File: src/rtl/dp_fifo_ctrl.sv
// dp_fifo_ctrl: valid/ready FIFO controller for a dual-port synchronous RAM.
// Port A writes, port B reads. A 2-entry skid buffer on the output hides the
// RAM's one-cycle read latency so the FIFO can stream one word per cycle.
//
// Handshake: a transfer happens on a rising clk edge when valid and ready are
// both high in that cycle. valid never waits for ready, and wr_ready depends
// only on registered state (no combinational path from wr_valid or rd_ready).
module dp_fifo_ctrl #(
    parameter int ADDRESS_WIDTH = 13,
    parameter int DATA_WIDTH    = 32
) (
    input  logic                     clk,
    input  logic                     rst_n,
    input  logic                     clr,
    input  logic                     wr_valid,
    output logic                     wr_ready,
    input  logic [DATA_WIDTH-1:0]    wr_data,
    output logic                     rd_valid,
    input  logic                     rd_ready,
    output logic [DATA_WIDTH-1:0]    rd_data,
    output logic [ADDRESS_WIDTH+1:0] level,
    output logic                     mem_ce_a,
    output logic                     mem_we,
    output logic [ADDRESS_WIDTH-1:0] mem_addr_a,
    output logic [DATA_WIDTH-1:0]    mem_datain,
    output logic                     mem_ce_b,
    output logic                     mem_re,
    output logic [ADDRESS_WIDTH-1:0] mem_addr_b,
    input  logic [DATA_WIDTH-1:0]    mem_dataout
);

    // Memory occupancy value meaning "every RAM location holds a live word".
    localparam logic [ADDRESS_WIDTH:0] C_FULL = {1'b1, {ADDRESS_WIDTH{1'b0}}};

    logic [ADDRESS_WIDTH-1:0] r_wr_ptr;
    logic [ADDRESS_WIDTH-1:0] r_rd_ptr;
    logic [ADDRESS_WIDTH:0]   r_mem_count;
    logic                     r_inflight;
    logic [1:0]               r_buf_cnt;
    logic [DATA_WIDTH-1:0]    r_buf0;      // head of the skid buffer
    logic [DATA_WIDTH-1:0]    r_buf1;      // tail when two words are held

    logic                     w_wr_fire;
    logic                     w_pop;
    logic [1:0]               w_occ;
    logic                     w_rd_issue;

    // Handshake and read-issue decisions; clr suppresses all memory traffic.
    always_comb begin
        w_wr_fire  = wr_valid && wr_ready && !clr;
        w_pop      = (r_buf_cnt != 2'd0) && rd_ready;
        // Words already owed to the output stage: buffered plus returning.
        w_occ      = r_buf_cnt + {1'b0, r_inflight};
        // Only issue when, after this cycle's pop, the buffer has a free
        // slot for the word that returns next cycle.
        w_rd_issue = (r_mem_count != '0) && (w_occ < (2'd2 + {1'b0, w_pop})) && !clr;
    end

    assign wr_ready   = (r_mem_count != C_FULL);
    assign rd_valid   = (r_buf_cnt != 2'd0);
    assign rd_data    = r_buf0;
    assign level      = {1'b0, r_mem_count}
                      + {{(ADDRESS_WIDTH+1){1'b0}}, r_inflight}
                      + {{ADDRESS_WIDTH{1'b0}}, r_buf_cnt};

    assign mem_ce_a   = w_wr_fire;
    assign mem_we     = w_wr_fire;
    assign mem_addr_a = r_wr_ptr;
    assign mem_datain = wr_data;
    assign mem_ce_b   = w_rd_issue;
    assign mem_re     = w_rd_issue;
    assign mem_addr_b = r_rd_ptr;

    // Pointers and memory occupancy; pointers wrap naturally at DEPTH.
    always_ff @(posedge clk or negedge rst_n) begin
        if (!rst_n) begin
            r_wr_ptr    <= '0;
            r_rd_ptr    <= '0;
            r_mem_count <= '0;
            r_inflight  <= 1'b0;
        end else if (clr) begin
            r_wr_ptr    <= '0;
            r_rd_ptr    <= '0;
            r_mem_count <= '0;
            r_inflight  <= 1'b0;
        end else begin
            if (w_wr_fire) begin
                r_wr_ptr <= r_wr_ptr + 1'b1;
            end
            if (w_rd_issue) begin
                r_rd_ptr <= r_rd_ptr + 1'b1;
            end
            r_mem_count <= r_mem_count
                         + {{ADDRESS_WIDTH{1'b0}}, w_wr_fire}
                         - {{ADDRESS_WIDTH{1'b0}}, w_rd_issue};
            r_inflight  <= w_rd_issue;
        end
    end

    // Skid buffer: capture returning RAM data at the tail, shift out on pop.
    always_ff @(posedge clk or negedge rst_n) begin
        if (!rst_n) begin
            r_buf_cnt <= 2'd0;
            r_buf0    <= '0;
            r_buf1    <= '0;
        end else if (clr) begin
            r_buf_cnt <= 2'd0;
            r_buf0    <= '0;
            r_buf1    <= '0;
        end else begin
            case ({r_inflight, w_pop})
                2'b10: begin
                    if (r_buf_cnt == 2'd0) begin
                        r_buf0 <= mem_dataout;
                    end else begin
                        r_buf1 <= mem_dataout;
                    end
                    r_buf_cnt <= r_buf_cnt + 2'd1;
                end
                2'b01: begin
                    r_buf0    <= r_buf1;
                    r_buf_cnt <= r_buf_cnt - 2'd1;
                end
                2'b11: begin
                    // Count is unchanged; the returning word lands behind
                    // whatever remains after the head leaves.
                    if (r_buf_cnt == 2'd1) begin
                        r_buf0 <= mem_dataout;
                    end else begin
                        r_buf0 <= r_buf1;
                        r_buf1 <= mem_dataout;
                    end
                end
                default: begin
                end
            endcase
        end
    end

endmodule

File: config.mk
export PLATFORM = sky130hd
export DESIGN_NAME = dp_fifo_ctrl
export DESIGN_NICKNAME = d
export VERILOG_FILES = /design/src/rtl/dp_fifo_ctrl.sv
export SDC_FILE = /design/constraint.sdc
export NUM_CORES = 1
export LEC_CHECK = 0
export ABC_CLOCK_PERIOD_IN_PS = 11100
export BUFFER_PORTS_ARGS = -buffer_cell sky130_fd_sc_hd__buf_2
export CAP_MARGIN = 20
export CELL_PAD_IN_SITES_DETAIL_PLACEMENT = 1
export CELL_PAD_IN_SITES_GLOBAL_PLACEMENT = 1
export CORE_MARGIN = 8
export CORE_UTILIZATION = 42
export DETAILED_ROUTE_END_ITERATION = 10
export GPL_TIMING_DRIVEN = 0
export PLACE_DENSITY_LB_ADDON = 0.1
export SETUP_SLACK_MARGIN = 0.1
export SYNTH_ARGS = -nofsm -noshare
export SYNTH_HDL_FRONTEND = slang
export SYNTH_SLANG_ARGS = --single-unit
File: constraint.sdc
create_clock -name clk -period 11.1 [get_ports clk]
set_input_delay 2.22 -clock clk [delete_from_list [all_inputs] [get_ports clk]]
set_output_delay 2.22 -clock clk [all_outputs]
set_load 0.1 [all_outputs]
# Word-level counts from Yosys, hierarchy flattened
# Cells that the tools add are included.
# totals
regBits	107
latch_bits	0
ramBits	0
mem_bits_ro	0
input_bits	69
elab_cells	58
memories	0
# classes
n_addsub	10
multipliers	0
n_div	0
order_cmp	1
eq_ne	8
n_shift	0
mux	16
bitwise	0
reduce_logical	16
# op_table
op	count
$mux 32	6
$pmux 32 s3	1
$pmux 32 s2	1
$mux 13	4
$add 13x1->13 const B	2
$add 14x1->15	1
$add 15x2->15	1
$add 14x1->14	1
$mux 14	1
$ne 14x14->1 const B	1
$reduce_bool 14->1	1
$sub 14x1->14	1
$ne 3x3->1 const B	3
$reduce_bool 2->1	3
$reduce_bool 3->1	2
$logic_and 1x1->1	5
$eq 2x1->1 const B	2
$eq 2x2->1 const B	2
$pmux 2 s2	1
$reduce_bool 4->1	1
$reduce_and 3->1	1
$add 2x1->2	1
$add 2x1->2 const A	1
$add 2x1->2 const B	1
7 further kinds	7

# Logic depth before layout (Yosys ltp)
# logic_depth
word_depth	8
ltp_mapped	15

# Worst setup path after synthesis
# Ideal clock, no wire load.
# synth_path
kind	in2out
startpoint	input port rd_ready
endpoint	output port mem_re
arrival_ns	4.676
path_slack_ns	4.204
path_stages	4
path_cell_list	or3b_4 -> a32o_1 -> nor2_1 -> buf_4
# synth_via
elab_chain_len	5
# synth_lines
item	line	rtl
from (decl)	19	input logic rd_ready,
$logic_and 1x1->1	51	w_pop = (r_buf_cnt != 2'd0) && rd_ready;
$add 2x1->2	56	w_rd_issue = (r_mem_count != '0) && (w_occ < (2'd2 + {1'b0, w_pop})) && !clr;
$lt 2x2->1	56	
$logic_and 1x1->1 (2 in series)	56	
to (decl)	27	output logic mem_re,
# Every way passes these cells.

# Worst setup path after layout
# layout_path
startpoint	input port clr
endpoint	output port mem_re
# layout_via
elab_chain_len	2
# layout_lines
item	line	rtl
from (decl)	14	input logic clr,
$logic_not 1->1	56	
$logic_and 1x1->1	56	
# Every way passes these cells.

==> flow_summary.json <==
{
  "syn_avg_cell_area_um2": 9.367,
  "drc": 0,
  "grt_pass1_vias": 5773,
  "synthSimpleGateAreaFrac_pct": 17.19,
  "critical_path_required_ns": 8.88,
  "maxCapViolations": 0,
  "ys.flop_type": "dfrtp_1",
  "hold_viol": 0,
  "hold_start": "rd_data[14]",
  "cp-end-kind": "output port",
  "grt_pass1_wl_um": 28710,
  "clkSinkCount": 107,
  "vdd_drop_max_mv": 0.3692,
  "io_pins": 180,
  "post_drt_wl_per_cell_um": 17.39,
  "tritoncts": "done",
  "row_count": 44,
  "tns_ns": 0,
  "r2r_end": "r_mem_count[12]",
  "synth-adder-area-share_pct": 8.689,
  "muxShareOfSynthArea_pct": 6.110,
  "setup_viol": 0,
  "synth_top_area_cell": "dfrtp_1",
  "fin_area_mm2": 0.007481,
  "cts.clk_slew.worst_paths_ns": 0.07,
  "synth_top_area_share_pct": 43.44,
  "critPathMaxFanout": 10,
  "synth_common_cells": "nand2_1 (116), dfrtp_1 (107), nor2_1 (45), a21oi_1 (44)",
  "synth_xor_area_share_pct": 5.684,
  "numPortBuffers": 147,
  "synth_top_family_by_area": "simple AND/OR/NAND/NOR gates",
  "drt_iter0_drc": 197,
  "r2r_cells": 14,
  "synth_compound_gate_area_share_pct": 10.72,
  "async_flop_share_pct": 100.0,
  "drive_above_1_share_pct": 26.16,
  "netlist_instances": 658,
  "nets": 927,
  "clkLatencyLatePin_ns": 0.35,
  "synth-seq-cells": 107,
  "first_pass_iters": 4,
  "cts_hold_buf": 0,
  "p_per_area_mw_per_mm2": 317.6,
  "synth_edf_count": 0,
  "holdPathStages": 2,
  "min_period_ns": 6.353,
  "grt_use_total_pct": 19.05,
  "cts-root-buf": "clkbuf_16",
  "grt_max_degree": 57,
  "die_area_mm2": 0.01881,
  "leakage_nw": 3.892,
  "clk_path_buf_depth": 2,
  "post_cts_buffers": 0,
  "fin_skew_ns": 0.006688,
  "yosysWarnings": 0,
  "netlist_area_mm2": 0.006163,
  "ys_seq_area_share_pct": 43.44,
  "start_util_pct": 42.73,
  "ys_top_cells_by_area": "dfrtp_1 (43%), ha_1 (7.7%), nand2_1 (7.1%)",
  "die_y_um": 137.1,
  "critPathKind": "in2out",
  "synth_cell_types": 51,
  "critPathLaunchType": "input pin",
  "placed_area_mm2": 0.007159,
  "die_w_um": 137.1,
  "cp.arrival_ns": 4.13,
  "min_to": "rd_data[14]",
  "reg2reg_slack_ns": 6.84,
  "avgViaCountPerCell": 5.166,
  "syn2layout_area_growth_pct": 21.38,
  "final.setup.worst_slack_ns": 4.747,
  "syn-num-nets": 768,
  "dp_hpwl_um": 13680,
  "r2r-start": "r_mem_count[2]",
  "status": "complete, no violations",
  "final_antenna_net_count": 0,
  "yosysMostFrequentCell": "nand2_1",
  "finalMaxSlewViolations": 0,
  "fmax_mhz": 157.4,
  "crit_chain": "buf_2, clkbuf_1, clkbuf_8, clkbuf_1, nor2_1, buf_4, buf_2",
  "slowest_delay_ns": 0.44,
  "cpMaxStageDelayCell": "clkbuf_1",
  "gr-total-overflow": 0,
  "timing.final.crit_share_pct": 57.24,
  "relSlewSlack_pct": 43.78,
  "cts_resized": 0,
  "routed_wirelength_um": 17510,
  "rsz0062_at_grt": "no",
  "num_vias": 5202,
  "place_congestion": 0.7713,
  "hold_class": "reg2reg",
  "fill_cells": 1710,
  "place_ws_ns": 4.687,
  "tightestPinTransition_ns": 0.8415,
  "cp-startpoint": "clr",
  "htreeDepth": 3,
  "cts_made_buffers": 9,
  "core_mm2": 0.01442,
  "grt_antenna_before_repair": 1
}
## state kept, by name (all words and copies together), names as in the netlist
signal / flops
r_buf1: 32
r_inflight: 1
rd_data: 32
mem_addr_b: 13
r_mem_count: 14
mem_addr_a: 13
r_buf_cnt: 2
## placed cells by master (no fill, tap or decap), drive strengths merged, types with 7 or more instances in the layout
cell type  Yosys  final
buf           39    187
nand2        116    116
dfrtp        107    107
nor2          45     45
a21oi         44     44
o21ai         38     38
ha            38     38
mux2i         32     32
clkbuf        22     32
inv           29     29
xor2          20     20
xnor2         20     20
nand3         13     13
and3          12     12
nor2b         10     10
nand4         10     10
nand2b         7      7
## how the worst max path moves through the flow
stage                        end  cells after the start  slack [ns]
after global placement    mem_re                      7        4.70
after global routing      mem_re                      7        4.58
after detailed placement  mem_re                      7        4.69
after CTS                 mem_re                      7        4.69
after floorplan           mem_re                      4        4.20
final                     mem_re                      7        4.75
## where the power goes
part / total [W] / switching (W) / internal, W
sequential: 0.000561 / 0.0000784 / 0.000482
clock: 0.000348 / 0.000149 / 0.000198
combinational: 0.00147 / 0.00110 / 0.000364
## kinds of logic after synthesis
logic type | after synthesis
AO/OA/AOI/OAI | 110
XOR/XNOR | 40
adder cells (fa/ha/maj) | 41
buffers and inverters | 91
flip-flops | 107
multiplexers | 37
AND/OR/NAND/NOR | 232
## cell type report
type | instances | area, um^2 | area share, %
buffer | 62 | 394.1 | 5.268
clock inverter | 6 | 90.09 | 1.204
inverter | 29 | 108.9 | 1.455
clock buffer | 10 | 229.0 | 3.061
sequential | 107 | 2678 | 35.79
tap | 184 | 230.2 | 3.077
timing repair buffer | 148 | 765.7 | 10.24
multi-input combinational | 460 | 2983 | 39.87
antenna | 1 | 2.502 | 0.03345
## stage by stage
| stage | std cells | hold slack, ns | total power [W] | utilization, % |
|---|---|---|---|---|
| 4_1_cts | 1006 | 0.4838 | 0.002399 | 51.85 |
| 2_1_floorplan | 658 | 0.5006 | 0.001752 | - |
| 5_1_grt | 1007 | 0.5154 | 0.002521 | 51.87 |
| 6_report | 1007 | 0.4769 | 0.002376 | 51.87 |
| 3_3_place_gp | 989 | 0.4554 | 0.001998 | 49.43 |
| 3_5_place_dp | 990 | 0.4677 | 0.002040 | 49.64 |
## worst max-delay path: cells and delay by family
family / cells / cell delay, ns
buf+inv: 6 / 1.67
simple gates: 1 / 0.23
## layer usage
metal / share of wire [%] / global-route usage [%]
met4: 1.6 / 5.914
met3: 4.0 / 2.790
met5: 0 / 0
met1: 42 / 22.37
met2: 53 / 34.83
Power figures use the tool's default switching activity.
